**src/rtl/ifetch_arb_pkg.sv**
```systemverilog
// Shared definitions for the instruction-fetch arbiter: requester IDs,
// tracker entry layout and the default starvation limit.
package ifetch_arb_pkg;

    typedef enum logic {
        ReqF = 1'b0,
        ReqA = 1'b1
    } req_id_e;

    localparam int unsigned STARVE_LIMIT_DEFAULT = 8;

    typedef struct packed {
        req_id_e id;
        logic    discard;
    } trk_entry_t;

endpackage

```
**src/rtl/ifetch_arb_if.sv**
```systemverilog
// Requester and instruction-memory bus seen by the fetch arbiter.
interface ifetch_arb_if #(
    parameter int unsigned ADDR_WIDTH  = 32,
    parameter int unsigned INSTR_WIDTH = 32
);
    logic                   f_req;
    logic [ADDR_WIDTH-1:0]  f_addr;
    logic                   f_flush;
    logic                   f_gnt;
    logic                   f_rvalid;
    logic [INSTR_WIDTH-1:0] f_rdata;
    logic                   a_req;
    logic [ADDR_WIDTH-1:0]  a_addr;
    logic                   a_gnt;
    logic                   a_rvalid;
    logic [INSTR_WIDTH-1:0] a_rdata;
    logic                   mem_req;
    logic [ADDR_WIDTH-1:0]  mem_addr;
    logic                   mem_gnt;
    logic                   mem_rvalid;
    logic [INSTR_WIDTH-1:0] mem_rdata;
    logic                   resp_err;

    modport slave (
        input  f_req, f_addr, f_flush, a_req, a_addr, mem_gnt, mem_rvalid, mem_rdata,
        output f_gnt, f_rvalid, f_rdata, a_gnt, a_rvalid, a_rdata, mem_req, mem_addr,
        resp_err
    );

    modport master (
        output f_req, f_addr, f_flush, a_req, a_addr, mem_gnt, mem_rvalid, mem_rdata,
        input  f_gnt, f_rvalid, f_rdata, a_gnt, a_rvalid, a_rdata, mem_req, mem_addr,
        resp_err
    );
endinterface

```
**src/rtl/ifetch_arb_trk.sv**
```systemverilog
// Two-entry in-order tracker of outstanding memory requests; a fetch flush marks
// every live fetch entry (including the one popping this cycle) as discard.
module ifetch_arb_trk
    import ifetch_arb_pkg::*;
(
    input  logic       clk,
    input  logic       rst,
    input  logic       push,
    input  req_id_e    push_id,
    input  logic       pop_req,
    input  logic       flush,
    output logic       full,
    output logic       empty,
    output logic       pop,
    output trk_entry_t head
);

    trk_entry_t [1:0] ent_q, ent_d;
    logic [1:0]       cnt_q, cnt_d;

    assign empty = (cnt_q == 2'd0);
    assign full  = (cnt_q == 2'd2);
    assign pop   = pop_req && !empty;

    always_comb begin
        head = ent_q[0];
        if (flush && ent_q[0].id == ReqF) head.discard = 1'b1;
    end

    always_comb begin
        ent_d = ent_q;
        cnt_d = cnt_q;
        if (flush) begin
            if (cnt_q >= 2'd1 && ent_q[0].id == ReqF) ent_d[0].discard = 1'b1;
            if (cnt_q == 2'd2 && ent_q[1].id == ReqF) ent_d[1].discard = 1'b1;
        end
        if (pop) begin
            ent_d[0] = ent_d[1];
            ent_d[1] = '0;
            cnt_d    = cnt_q - 2'd1;
        end
        // Push lands behind whatever survives the pop, so the older entry always leaves first.
        if (push && !full) begin
            if (cnt_d == 2'd0) ent_d[0] = '{id: push_id, discard: 1'b0};
            else               ent_d[1] = '{id: push_id, discard: 1'b0};
            cnt_d = cnt_d + 2'd1;
        end
    end

    always_ff @(posedge clk or posedge rst) begin
        if (rst) begin
            ent_q <= '0;
            cnt_q <= 2'd0;
        end else begin
            ent_q <= ent_d;
            cnt_q <= cnt_d;
        end
    end

endmodule

```
**src/rtl/ifetch_arb.sv**
```systemverilog
// Arbitrates instruction fetch and aux requests onto one memory port, with a
// starvation guard for aux and in-order response routing via the tracker.
module ifetch_arb
    import ifetch_arb_pkg::*;
#(
    parameter int unsigned ADDR_WIDTH   = 32,
    parameter int unsigned INSTR_WIDTH  = 32,
    parameter int unsigned STARVE_LIMIT = STARVE_LIMIT_DEFAULT
) (
    input  logic         cpu_clk,
    input  logic         cpu_rst,
    ifetch_arb_if.slave  bus
);

    localparam logic [3:0] LIMIT = 4'(STARVE_LIMIT);

    logic                   f_req_e, sel_aux, accept;
    logic                   trk_full, trk_empty, trk_pop;
    trk_entry_t             trk_head;
    logic [3:0]             starve_q, starve_d;
    logic                   resp_err_q;
    logic [ADDR_WIDTH-1:0]  sel_addr;
    logic [INSTR_WIDTH-1:0] rdata;

    assign f_req_e  = bus.f_req && !bus.f_flush;
    assign sel_aux  = bus.a_req && (!f_req_e || starve_q == LIMIT);
    assign sel_addr = sel_aux ? bus.a_addr : bus.f_addr;

    // Reset gating keeps the memory port quiet while the tracker is held empty.
    assign bus.mem_req  = (f_req_e || bus.a_req) && !trk_full && !cpu_rst;
    assign bus.mem_addr = sel_addr;
    assign accept       = bus.mem_req && bus.mem_gnt;
    assign bus.f_gnt    = accept && !sel_aux;
    assign bus.a_gnt    = accept && sel_aux;

    ifetch_arb_trk u_trk (
        .clk     (cpu_clk),
        .rst     (cpu_rst),
        .push    (accept),
        .push_id (sel_aux ? ReqA : ReqF),
        .pop_req (bus.mem_rvalid),
        .flush   (bus.f_flush),
        .full    (trk_full),
        .empty   (trk_empty),
        .pop     (trk_pop),
        .head    (trk_head)
    );

    assign rdata        = bus.mem_rdata;
    assign bus.f_rdata  = rdata;
    assign bus.a_rdata  = rdata;
    assign bus.f_rvalid = trk_pop && trk_head.id == ReqF && !trk_head.discard;
    assign bus.a_rvalid = trk_pop && trk_head.id == ReqA;
    assign bus.resp_err = resp_err_q;

    always_comb begin
        starve_d = starve_q;
        if (!bus.a_req || bus.a_gnt) begin
            starve_d = 4'd0;
        end else if (bus.f_gnt && starve_q != LIMIT) begin
            starve_d = starve_q + 4'd1;
        end
    end

    always_ff @(posedge cpu_clk or posedge cpu_rst) begin
        if (cpu_rst) begin
            starve_q   <= 4'd0;
            resp_err_q <= 1'b0;
        end else begin
            starve_q <= starve_d;
            if (bus.mem_rvalid && trk_empty) resp_err_q <= 1'b1;
        end
    end

endmodule

```
**src/flat_wrapper.sv**
```systemverilog
// flat-port wrapper written by rule: the top's interface ports become plain ports
module ifetch_arb_flat import ifetch_arb_pkg::*;
#(
    parameter int unsigned ADDR_WIDTH   = 32,
    parameter int unsigned INSTR_WIDTH  = 32,
    parameter int unsigned STARVE_LIMIT = STARVE_LIMIT_DEFAULT
)
  (cpu_clk, cpu_rst, bus_f_req, bus_f_addr, bus_f_flush, bus_a_req, bus_a_addr, bus_mem_gnt, bus_mem_rvalid, bus_mem_rdata, bus_f_gnt, bus_f_rvalid, bus_f_rdata, bus_a_gnt, bus_a_rvalid, bus_a_rdata, bus_mem_req, bus_mem_addr, bus_resp_err);
  ifetch_arb_if #(.ADDR_WIDTH(ADDR_WIDTH), .INSTR_WIDTH(INSTR_WIDTH)) bus_i ();
  input  logic cpu_clk;
  input  logic cpu_rst;
  input wire logic [$bits(bus_i.f_req)-1:0] bus_f_req;
  input wire logic [$bits(bus_i.f_addr)-1:0] bus_f_addr;
  input wire logic [$bits(bus_i.f_flush)-1:0] bus_f_flush;
  input wire logic [$bits(bus_i.a_req)-1:0] bus_a_req;
  input wire logic [$bits(bus_i.a_addr)-1:0] bus_a_addr;
  input wire logic [$bits(bus_i.mem_gnt)-1:0] bus_mem_gnt;
  input wire logic [$bits(bus_i.mem_rvalid)-1:0] bus_mem_rvalid;
  input wire logic [$bits(bus_i.mem_rdata)-1:0] bus_mem_rdata;
  output wire logic [$bits(bus_i.f_gnt)-1:0] bus_f_gnt;
  output wire logic [$bits(bus_i.f_rvalid)-1:0] bus_f_rvalid;
  output wire logic [$bits(bus_i.f_rdata)-1:0] bus_f_rdata;
  output wire logic [$bits(bus_i.a_gnt)-1:0] bus_a_gnt;
  output wire logic [$bits(bus_i.a_rvalid)-1:0] bus_a_rvalid;
  output wire logic [$bits(bus_i.a_rdata)-1:0] bus_a_rdata;
  output wire logic [$bits(bus_i.mem_req)-1:0] bus_mem_req;
  output wire logic [$bits(bus_i.mem_addr)-1:0] bus_mem_addr;
  output wire logic [$bits(bus_i.resp_err)-1:0] bus_resp_err;
  assign bus_i.f_req = bus_f_req;
  assign bus_i.f_addr = bus_f_addr;
  assign bus_i.f_flush = bus_f_flush;
  assign bus_i.a_req = bus_a_req;
  assign bus_i.a_addr = bus_a_addr;
  assign bus_i.mem_gnt = bus_mem_gnt;
  assign bus_i.mem_rvalid = bus_mem_rvalid;
  assign bus_i.mem_rdata = bus_mem_rdata;
  assign bus_f_gnt = bus_i.f_gnt;
  assign bus_f_rvalid = bus_i.f_rvalid;
  assign bus_f_rdata = bus_i.f_rdata;
  assign bus_a_gnt = bus_i.a_gnt;
  assign bus_a_rvalid = bus_i.a_rvalid;
  assign bus_a_rdata = bus_i.a_rdata;
  assign bus_mem_req = bus_i.mem_req;
  assign bus_mem_addr = bus_i.mem_addr;
  assign bus_resp_err = bus_i.resp_err;
  ifetch_arb #(.ADDR_WIDTH(ADDR_WIDTH), .INSTR_WIDTH(INSTR_WIDTH), .STARVE_LIMIT(STARVE_LIMIT)) u_core (.cpu_clk(cpu_clk), .cpu_rst(cpu_rst), .bus(bus_i));
endmodule
```
**config.mk**
```make
export PLATFORM = sky130hd
export DESIGN_NAME = ifetch_arb_flat
export DESIGN_NICKNAME = d
export VERILOG_FILES = /design/src/rtl/ifetch_arb_pkg.sv /design/src/rtl/ifetch_arb_if.sv /design/src/rtl/ifetch_arb_trk.sv /design/src/rtl/ifetch_arb.sv /design/src/flat_wrapper.sv
export SDC_FILE = /design/constraint.sdc
export NUM_CORES = 1
export LEC_CHECK = 0
export BUFFER_PORTS_ARGS = -buffer_cell sky130_fd_sc_hd__buf_2
export CAP_MARGIN = 40
export CORE_AREA = 2 2 79 81
export DETAILED_ROUTE_END_ITERATION = 8
export DIE_AREA = 0 0 81 83
export GPL_TIMING_DRIVEN = 0
export HOLD_SLACK_MARGIN = 0.15
export PLACE_DENSITY = 0.83
export SYNTH_ARGS = -nofsm -noshare
export SYNTH_HDL_FRONTEND = slang
export SYNTH_SLANG_ARGS = --single-unit
```
**constraint.sdc**
```tcl
create_clock -name cpu_clk -period 2.3 [get_ports cpu_clk]
set_input_delay 0.115 -clock cpu_clk [delete_from_list [all_inputs] [get_ports cpu_clk]]
set_output_delay 0.115 -clock cpu_clk [all_outputs]
set_load 0.03 [all_outputs]
```
==> results.cfg <==
[grt]
grt-ovfl-total = 0
grt_max_degree = 12
met1_usage = 0.166
met2_usage = 0.308
grt-busiest-layer = met2
grt_antenna_before_repair = 0
use_met3 = 0.0239
grt_usage = 0.156
grt_pass1_wl_mm = 8.28
grt_pass1_vias = 1729

[synthesis]
synth_edf_count = 0
yosysMostFrequentCell = buf_4
ys_ff_latch = 11
muxShareOfSynthArea = 0.297
async_reset_ff_frac = 1.00
synthFlopType = dfrtp_1
netlist_top_cells_count = buf_4 (64), mux2_4 (27), dfrtp_1 (11), inv_1 (11), mux2_2 (6)
ys_seq_area_frac = 0.160
synth-compound-area-share = 0.0703
synthesis.area_mm2 = 0.00173
syn-num-nets = 284
synth_top_family_by_area = buffers and inverters
synth_top_area_frac = 0.278
syn_inst = 176
synth_simple_gate_area_frac = 0.0769
synthAdderAreaFrac = 0.0363
synth_xor_area_frac = 0.0102
yosysWarnings = 0
synth_top_area_cell = buf_4
syn_area_per_cell_um2 = 9.80
synth_cell_types = 36
synthTopCellsByArea = buf_4 (28%), mux2_4 (23%), dfrtp_1 (16%)

[power]
p_sw_frac = 0.453
seqPwrFrac = 0.198
clkPwrFrac = 0.148
cellPowerDensity_mw_per_mm2 = 514
p_comb_frac = 0.655
p_sw_mw = 0.638
p_int_mw = 0.772
peakVddDrop_v = 0.000493
p_leak_nw = 1.65

[sta]
worst_pin_slew_ns = 0.442
setup_tns_ns = 0
finalSetupViolCount = 0
fin_crit_sh = 0.951
hold_viol = 0
drv_slew = 0
fin_skew_ns = 0.000705
worst_hold_slack_ns = 0.280
max_freq_mhz = 457
maxSlewHeadroom = 0.705
rsz0062_at_grt = false
final.min_clock_period_ns = 2.19

[detailed_routing]
dr_total_vias = 1796
ant_nets = 0
first_pass_iters = 4
wirelength_mm = 5.70
via_per_inst = 4.19
drtIter0Drc = 24
drc = 0
wire_per_inst_um = 13.3

[setup_path]
crit_path_frequent_cell = buf_6
worstSetupStartpointType = flip-flop
worstSetupPathType = flip-flop to output pin
cp_num_cells = 8
path_buf_inv = 4
max_stage_delay_ns = 0.39
crit_path_end_kind = output pin
crit_fanout = 10
path_cells = inv_1 > ha_1 > nand4b_1 > o21a_1 > buf_6 > buf_6 > mux2_4 > buf_2
crit_family = buffers and inverters
slowest_stage = dfrtp_1
arrival_ns = 2.07
reg2regPathDepth = 10
required_ns = 2.18

[floorplanning]
coreArea_mm2 = 0.00582
start_util = 0.297
io_pins = 205
rows = 28
fp.dieH_um = 83
fp.dieW_um = 81
die_area_mm2 = 0.00672

[clock_tree]
clk_latency_ns = 0.25
post_cts_buffers = 0
tritoncts = built
cts-buffers-inserted = 3
clk_path_buf_depth = 2
clockRootBuffer = clkbuf_8
htreeDepth = 1
clock-sinks = 11
clk_pin_slew_worst_paths_ns = 0.05

[worst_hold_path]
hold_path_class = primary input to flip-flop
hold_path_depth = 3

[finish]
multiInputGateArea_um2 = 847
layout.nets = 463
n_antenna_cell = 0
fin_util = 0.472
postLayoutCellArea_mm2 = 0.00275
areaGrowthSynthToFinish_pct = 59.2
regArea_um2 = 275
nFillCells = 567
drive_gt1_frac = 0.791

[placement]
dpl-instance-area_mm2 = 0.00268
place.gp.congestion = 0.821
io_buffers = 172
dpl.hpwl_mm = 4.99

[job]
maxCapViolCount = 0

[outcome]
status = finished clean
flip-flops by register name, indices dropped and copies added (netlist names):
name                 flops
u_core.u_trk.head        1
u_core.starve_q          4
u_core.u_trk.cnt_q       2
u_core.u_trk.ent_q       3
u_core.bus.resp_err      1
worst register-to-register path, cell delays in order, from the launching register on:
cell and delay (ns):
dfrtp_1 0.37, inv_1 0.08, ha_1 0.24, nor2b_1 0.11, clkbuf_2 0.19, mux2i_1 0.24, inv_1 0.06, ha_1 0.21
inv_1 0.08, o211ai_1 0.10, mux2i_1 0.15
area by class of cell:
cell class,instances,share of cell area
clock buffer,4,0.0164
sequential,11,0.100
inverter,11,0.0150
multi-input combinational,83,0.308
timing repair buffer,174,0.321
buffer,71,0.205
tap,75,0.0342
routing by layer:
layer / vias up / part of all wire
met5: - / 0
met4: 0 / 0.0081
met3: 3 / 0.088
met2: 79 / 0.55
met1: 826 / 0.36
li1: 888 / -
worst paths after layout:
kind / start / to / slack [ns]
min in group asynchronous: cpu_rst / u_core.starve_q[2] / 0.45
setup reg to reg: u_core.u_trk.cnt_q[0] / u_core.u_trk.ent_q[3] / 0.34
hold / removal: bus_a_req / u_core.starve_q[1] / 0.28
hold reg to reg: u_core.bus.resp_err / u_core.bus.resp_err / 0.46
max in group asynchronous: cpu_rst / u_core.u_trk.ent_q[3] / 1.55
setup / recovery: u_core.starve_q[0] / bus_mem_addr[11] / 0.11
through the flow:
step                total power [mW]  setup slack, ns  cells
finish                          1.41            0.112    429
floorplan                      0.965            0.468    176
global route                    1.50           0.0293    429
global placement                1.18            0.323    423
CTS                             1.42            0.105    429
detailed placement              1.21            0.270    423
timing repair:
item                                   in CTS  in global routing
setup endpoints to repair                   0                  1
endpoints found under the hold margin      12                  0
hold buffers                                2                  0
gates resized for setup                     0                  2
cell usage in the layout (no fill, tap or decap), types with 3 or more instances in the layout:
master	synthesis	routed
nand2_1	5	5
mux2i_1	4	4
mux2_2	6	6
buf_2	0	172
buf_4	64	64
clkbuf_8	0	3
dfrtp_1	11	11
o211ai_1	3	3
nor2_1	3	3
ha_1	5	5
buf_6	3	3
a211oi_1	3	3
mux2_4	27	27
inv_1	11	11
power groups by stage:
stage / registers, mW / clock network, mW / logic, mW
finish: 0.279 / 0.208 / 0.923
global route: 0.286 / 0.217 / 1.00
CTS: 0.278 / 0.208 / 0.931
detailed placement: 0.281 / 0 / 0.925
global placement: 0.277 / 0 / 0.908
floorplan: 0.270 / 0 / 0.695
cell families after synthesis:
logic type | count (synthesis)
AND/OR/NAND/NOR | 23
adder cells (fa/ha/maj) | 5
flip-flops | 11
AO/OA/AOI/OAI | 16
XOR/XNOR | 2
multiplexers | 37
buffers and inverters | 82
No activity file was read; power rests on OpenSTA's default activity.
